===== src/rtl/alu_pkg.sv =====
// Shared opcode encodings, widths and flag layout for the ALU result stage.
package alu_pkg;

    localparam int unsigned ALU_W  = 4;
    localparam int unsigned OP_W   = 2;
    localparam int unsigned FLAG_W = 4;

    localparam logic [OP_W-1:0] OP_AND = 2'b00;
    localparam logic [OP_W-1:0] OP_OR  = 2'b01;
    localparam logic [OP_W-1:0] OP_ADD = 2'b10;
    localparam logic [OP_W-1:0] OP_SUB = 2'b11;

    // Flag bit order {par, carry, neg, zero}; zero is bit 0.
    typedef struct packed {
        logic par;
        logic carry;
        logic neg;
        logic zero;
    } alu_flags_t;

endpackage


===== src/rtl/alu_res_fifo2.sv =====
// Two-entry FIFO with the head held in a dedicated register so the head bus is a flop output.
module alu_res_fifo2 #(
    parameter int unsigned DW = 8
) (
    input  logic          clk,
    input  logic          rst_n,
    input  logic          push,
    input  logic          pop,
    input  logic [DW-1:0] din,
    output logic          full,
    output logic          empty,
    output logic [DW-1:0] head
);

    localparam int unsigned OCC_W = 2;

    logic [OCC_W-1:0] occ_q, occ_d;
    logic [DW-1:0]    slot0_q, slot0_d;
    logic [DW-1:0]    slot1_q, slot1_d;
    logic             do_push;
    logic             do_pop;

    assign full    = (occ_q == OCC_W'(2));
    assign empty   = (occ_q == OCC_W'(0));
    assign head    = slot0_q;
    assign do_push = push & ~full;
    assign do_pop  = pop & ~empty;

    // slot0 is only rewritten on real data movement, so an emptied FIFO keeps its last head.
    always_comb begin
        occ_d   = occ_q;
        slot0_d = slot0_q;
        slot1_d = slot1_q;
        case (occ_q)
            OCC_W'(0): begin
                if (do_push) begin
                    slot0_d = din;
                    occ_d   = OCC_W'(1);
                end
            end
            OCC_W'(1): begin
                case ({do_push, do_pop})
                    2'b11: slot0_d = din;
                    2'b10: begin
                        slot1_d = din;
                        occ_d   = OCC_W'(2);
                    end
                    2'b01: occ_d = OCC_W'(0);
                    default: ;
                endcase
            end
            OCC_W'(2): begin
                if (do_pop) begin
                    slot0_d = slot1_q;
                    occ_d   = OCC_W'(1);
                end
            end
            default: occ_d = OCC_W'(0);
        endcase
    end

    always_ff @(posedge clk) begin
        if (!rst_n) begin
            occ_q   <= '0;
            slot0_q <= '0;
            slot1_q <= '0;
        end else begin
            occ_q   <= occ_d;
            slot0_q <= slot0_d;
            slot1_q <= slot1_d;
        end
    end

endmodule


===== src/rtl/alu_result_stage.sv =====
// Registered ALU result stage: computes status flags on capture and buffers two results
// behind a valid/ready interface.
module alu_result_stage
    import alu_pkg::*;
#(
    parameter int unsigned WIDTH = ALU_W,
    parameter int unsigned OPW   = OP_W,
    parameter int unsigned CNTW  = 8
) (
    input  logic             clk,
    input  logic             rst_n,
    input  logic             in_valid,
    output logic             in_ready,
    input  logic [WIDTH-1:0] in_y,
    input  logic             in_cout,
    input  logic [OPW-1:0]   in_op,
    output logic             out_valid,
    input  logic             out_ready,
    output logic [WIDTH-1:0] out_y,
    output logic [OPW-1:0]   out_op,
    output logic             out_zero,
    output logic             out_neg,
    output logic             out_carry,
    output logic             out_par,
    output logic [CNTW-1:0]  res_cnt
);

    localparam int unsigned ENTRY_W = WIDTH + OPW + FLAG_W;

    logic               push;
    logic               pop;
    logic               full;
    logic               empty;
    logic               is_arith;
    alu_flags_t         in_flags;
    alu_flags_t         head_flags;
    logic [ENTRY_W-1:0] entry_in;
    logic [ENTRY_W-1:0] entry_head;

    // Carry is only meaningful for the adder path; logic ops report 0.
    assign is_arith = (in_op == OPW'(OP_ADD)) || (in_op == OPW'(OP_SUB));

    always_comb begin
        in_flags       = '0;
        in_flags.zero  = ~|in_y;
        in_flags.neg   = in_y[WIDTH-1];
        in_flags.par   = ^in_y;
        in_flags.carry = in_cout & is_arith;
    end

    assign entry_in  = {in_y, in_op, in_flags};
    assign in_ready  = ~full & rst_n;
    assign push      = in_valid & in_ready;
    assign out_valid = ~empty;
    assign pop       = out_valid & out_ready;

    alu_res_fifo2 #(
        .DW (ENTRY_W)
    ) u_fifo (
        .clk   (clk),
        .rst_n (rst_n),
        .push  (push),
        .pop   (pop),
        .din   (entry_in),
        .full  (full),
        .empty (empty),
        .head  (entry_head)
    );

    assign {out_y, out_op, head_flags} = entry_head;
    assign out_zero  = head_flags.zero;
    assign out_neg   = head_flags.neg;
    assign out_carry = head_flags.carry;
    assign out_par   = head_flags.par;

    always_ff @(posedge clk) begin
        if (!rst_n) begin
            res_cnt <= '0;
        end else if (push) begin
            res_cnt <= res_cnt + CNTW'(1);
        end
    end

endmodule


===== config.mk =====
export PLATFORM = sky130hd
export DESIGN_NAME = alu_result_stage
export DESIGN_NICKNAME = d
export VERILOG_FILES = /design/src/rtl/alu_pkg.sv /design/src/rtl/alu_res_fifo2.sv /design/src/rtl/alu_result_stage.sv
export SDC_FILE = /design/constraint.sdc
export NUM_CORES = 1
export LEC_CHECK = 0
export ABC_AREA = 1
export BUFFER_PORTS_ARGS = -buffer_cell sky130_fd_sc_hd__buf_4
export CAP_MARGIN = 25
export CORE_ASPECT_RATIO = 0.75
export CORE_MARGIN = 2
export CORE_UTILIZATION = 53
export DETAILED_ROUTE_END_ITERATION = 16
export PLACE_DENSITY = 0.79
export REMOVE_ABC_BUFFERS = 1
export SETUP_SLACK_MARGIN = 0.3
export SLEW_MARGIN = 20
export SYNTH_ARGS = -nofsm -noshare
export SYNTH_HDL_FRONTEND = slang
export SYNTH_SLANG_ARGS = --single-unit

===== constraint.sdc =====
create_clock -name clk -period 2.05 [get_ports clk]
set_clock_uncertainty 0.15 [all_clocks]
set_input_delay 0.3075 -clock clk [delete_from_list [all_inputs] [get_ports clk]]
set_output_delay 0.3075 -clock clk [all_outputs]
set_load 0.03 [all_outputs]

==> results.json <==
{
  "synth_edf_count": 0,
  "wirelength_mm": 4.28,
  "fp.dieW_um": 64.9,
  "p_per_area_nw_per_um2": 1140,
  "ys_seq_area_share_pct": 38.0,
  "antenna_cells": 0,
  "seq_area_sq_um": 568,
  "p_leak_nw": 0.956,
  "drc": 0,
  "yosys_warnings": 0,
  "yosysTopAreaCell": "dfxtp_1",
  "grt_pass1_vias": 1263,
  "irDropWorstVdd_mv": 0.742,
  "cp.required_ns": 2.08,
  "grt_max_degree": 26,
  "start_kind": "flip-flop",
  "drtIter0Drc": 185,
  "tns_ns": 0,
  "drv_slew": 0,
  "finalCritPeriodShare_pct": 90.7,
  "holdCritPathClass": "in -> reg",
  "ys_types": 23,
  "r2r_slack_ns": 0.19,
  "core_sq_um": 2620,
  "cp-end-kind": "flip-flop",
  "path_max_fanout": 8,
  "nFillCells": 189,
  "fin_crit_ns": 1.86,
  "drtAntennaViolNets": 0,
  "grt_pass1_wl_mm": 6.14,
  "final_layout_size_suffix_gt1_share_pct": 30.0,
  "syn2layout_area_growth_pct": 35.8,
  "ys_dominant_reg_cell": "dfxtp_1",
  "vias": 1608,
  "worst_skew_pair.late_latency_ns": 0.28,
  "ys_top_cells_by_area": "dfxtp_1 38%, nand2_1 14%, nor2_1 7.4%, a21oi_1 7.1%, nand3_1 6.1%",
  "maxCapViolCount": 0,
  "finalInstanceArea_sq_um": 2000,
  "maxUsedRoutingLayer": "met4",
  "viasPerCell": 5.43,
  "cts_buffers": 3,
  "multi_input_area_sq_um": 856,
  "worst-setup-path-type": "reg -> reg",
  "synthCells": 217,
  "die-area_sq_um": 3230,
  "dr_wl_met2_mm": 2.00,
  "syn_area_per_cell_sq_um": 6.80,
  "max_freq_ghz": 0.538,
  "drt-met1-wl_mm": 1.87,
  "rsz0062_at_grt": "yes",
  "min_path_cells": 3,
  "dr.pass1.iters": 5,
  "setup_viol": 0,
  "max_slew_margin_pct": 82.3,
  "cp.arrival_ns": 1.89,
  "postPlaceCellArea_sq_um": 1730,
  "hp-start": "in_op[0]",
  "portBuffers": 30,
  "synth.cell_area_sq_um": 1480,
  "ctsHoldBuffers": 0,
  "clkTransAtPathRegs_ns": 0.10,
  "start_util_pct": 56.3,
  "worstMarginPinSlew_ns": 0.266,
  "rows": 16,
  "reg2reg_depth": 9,
  "ys_seq_elements": 28,
  "final_util_pct": 76.4,
  "cts_tree": "yes",
  "cts_root_buf": "clkbuf_8",
  "min_to": "u_fifo.slot1_q[4]$_SDFFE_PN0P_",
  "wl_met3_um": 288,
  "grt_antenna_before_repair": 0,
  "async_flop_share_pct": 0,
  "hpwl_mm": 2.32,
  "rr_startpoint": "u_fifo.occ_q[0]$_SDFFE_PN0P_",
  "r2r_end": "u_fifo.head[0]$_SDFFE_PN0P_",
  "groute.usage.overall_pct": 24.6,
  "io_pins": 31,
  "status": "complete, no violations",
  "h-tree-depth": 1,
  "synth.top_cell.area_share_pct": 38.0,
  "die_h_um": 49.7,
  "final_cell_mix": "54 x nand2_1, 44 x buf_4, 27 x nor2_1, 26 x dfxtp_1, 20 x inv_1",
  "grt_overflow": 0,
  "clock_sinks": 28,
  "final_common_cell": "nand2_1",
  "nets": 278,
  "hold_viol": 0,
  "gp_routability_congestion": 0.800,
  "routedWlPerCell_um": 14.5,
  "clockBufferDepth": 2
}
[final cells by class]
class	count	area share [%]
Multi-Input combinational cell	156	42.7
Sequential cell	28	28.3
Timing Repair Buffer	45	17.0
Inverter	24	5.12
Tap cell	36	2.25
Clock buffer	3	2.06
Clock inverter	1	1.50
Timing Repair inverter	3	0.999
[sequential cells by signal, indices dropped and copies added (netlist names)]
register,count
res_cnt,8
u_fifo.head,9
u_fifo.slot1_q,9
u_fifo.occ_q,2
[worst max-delay path, cell delays in order, from the launching register on]
cell and delay (ns):
dfxtp_4 0.39, nor2_4 0.22, nor2_4 0.07, ha_2 0.19, nand2_1 0.08, nand2_2 0.07
nand2_4 0.09, clkinvlp_4 0.24, a21oi_2 0.20, nor2_1 0.04
[kinds of logic (layout without fill, tap and decap cells)]
group | after synthesis | after routing | synth area share, %
XOR/XNOR | 1 | 1 | 0.593
AO/OA/AOI/OAI | 31 | 31 | 10.5
flip-flops | 28 | 28 | 38.0
adder cells (fa/ha/maj) | 6 | 6 | 5.08
buffers and inverters | 33 | 76 | 10.1
AND/OR/NAND/NOR | 118 | 118 | 35.8
[synthesized netlist by cell type (all sizes together) (6+ instances only)]
cell	number
a21oi	21
buf	8
dfxtp	28
ha	6
inv	24
nand2	60
nand3	19
nand3b	6
nor2	30
o21ai	10
[how the worst max path moves through the flow]
| stage | from | to | depth (start not counted) |
|---|---|---|---|
| 2_1_floorplan | u_fifo.occ_q[0]$_SDFFE_PN0P_ | u_fifo.head[3]$_SDFFE_PN0P_ | 12 |
| 3_3_place_gp | u_fifo.occ_q[0]$_SDFFE_PN0P_ | u_fifo.head[3]$_SDFFE_PN0P_ | 12 |
| 3_5_place_dp | u_fifo.occ_q[0]$_SDFFE_PN0P_ | u_fifo.head[3]$_SDFFE_PN0P_ | 12 |
| 4_1_cts | u_fifo.occ_q[1]$_SDFFE_PN0P_ | u_fifo.head[2]$_SDFFE_PN0P_ | 11 |
| 5_1_grt | u_fifo.occ_q[0]$_SDFFE_PN0P_ | u_fifo.head[2]$_SDFFE_PN0P_ | 9 |
| 6_report | u_fifo.occ_q[0]$_SDFFE_PN0P_ | u_fifo.head[0]$_SDFFE_PN0P_ | 9 |
[metal layers]
| layer | GRT usage [%] | up-vias |
|---|---|---|
| met4 | 3.90 | 0 |
| met1 | 34.9 | 739 |
| met3 | 5.48 | 14 |
| met5 | 0 | - |
| li1 | - | 773 |
| met2 | 38.8 | 82 |
[timing repair]
action | CTS | global route
setup endpoints to repair | 20 | 20
pin swaps | 14 | 9
cloned | 1 | 2
gates resized for setup | 21 | 13
buffers inserted | 4 | 6
[stage by stage]
step                worst slack [ns]  total power, mW  cells  hold slack [ns]
global placement               0.105             1.55    279            0.305
CTS                            0.285             2.14    288            0.140
floorplan                      0.143             1.28    208            0.278
finish                         0.191             2.29    296            0.136
detailed placement            0.0855             1.56    279            0.308
global route                   0.108             2.42    296            0.150
[power breakdown]
group	switching (mW)	internal (mW)
sequential	0.0866	0.651
clock	0.176	0.262
combinational	0.700	0.418
total	0.962	1.33
(Power assumes the default switching activity.)
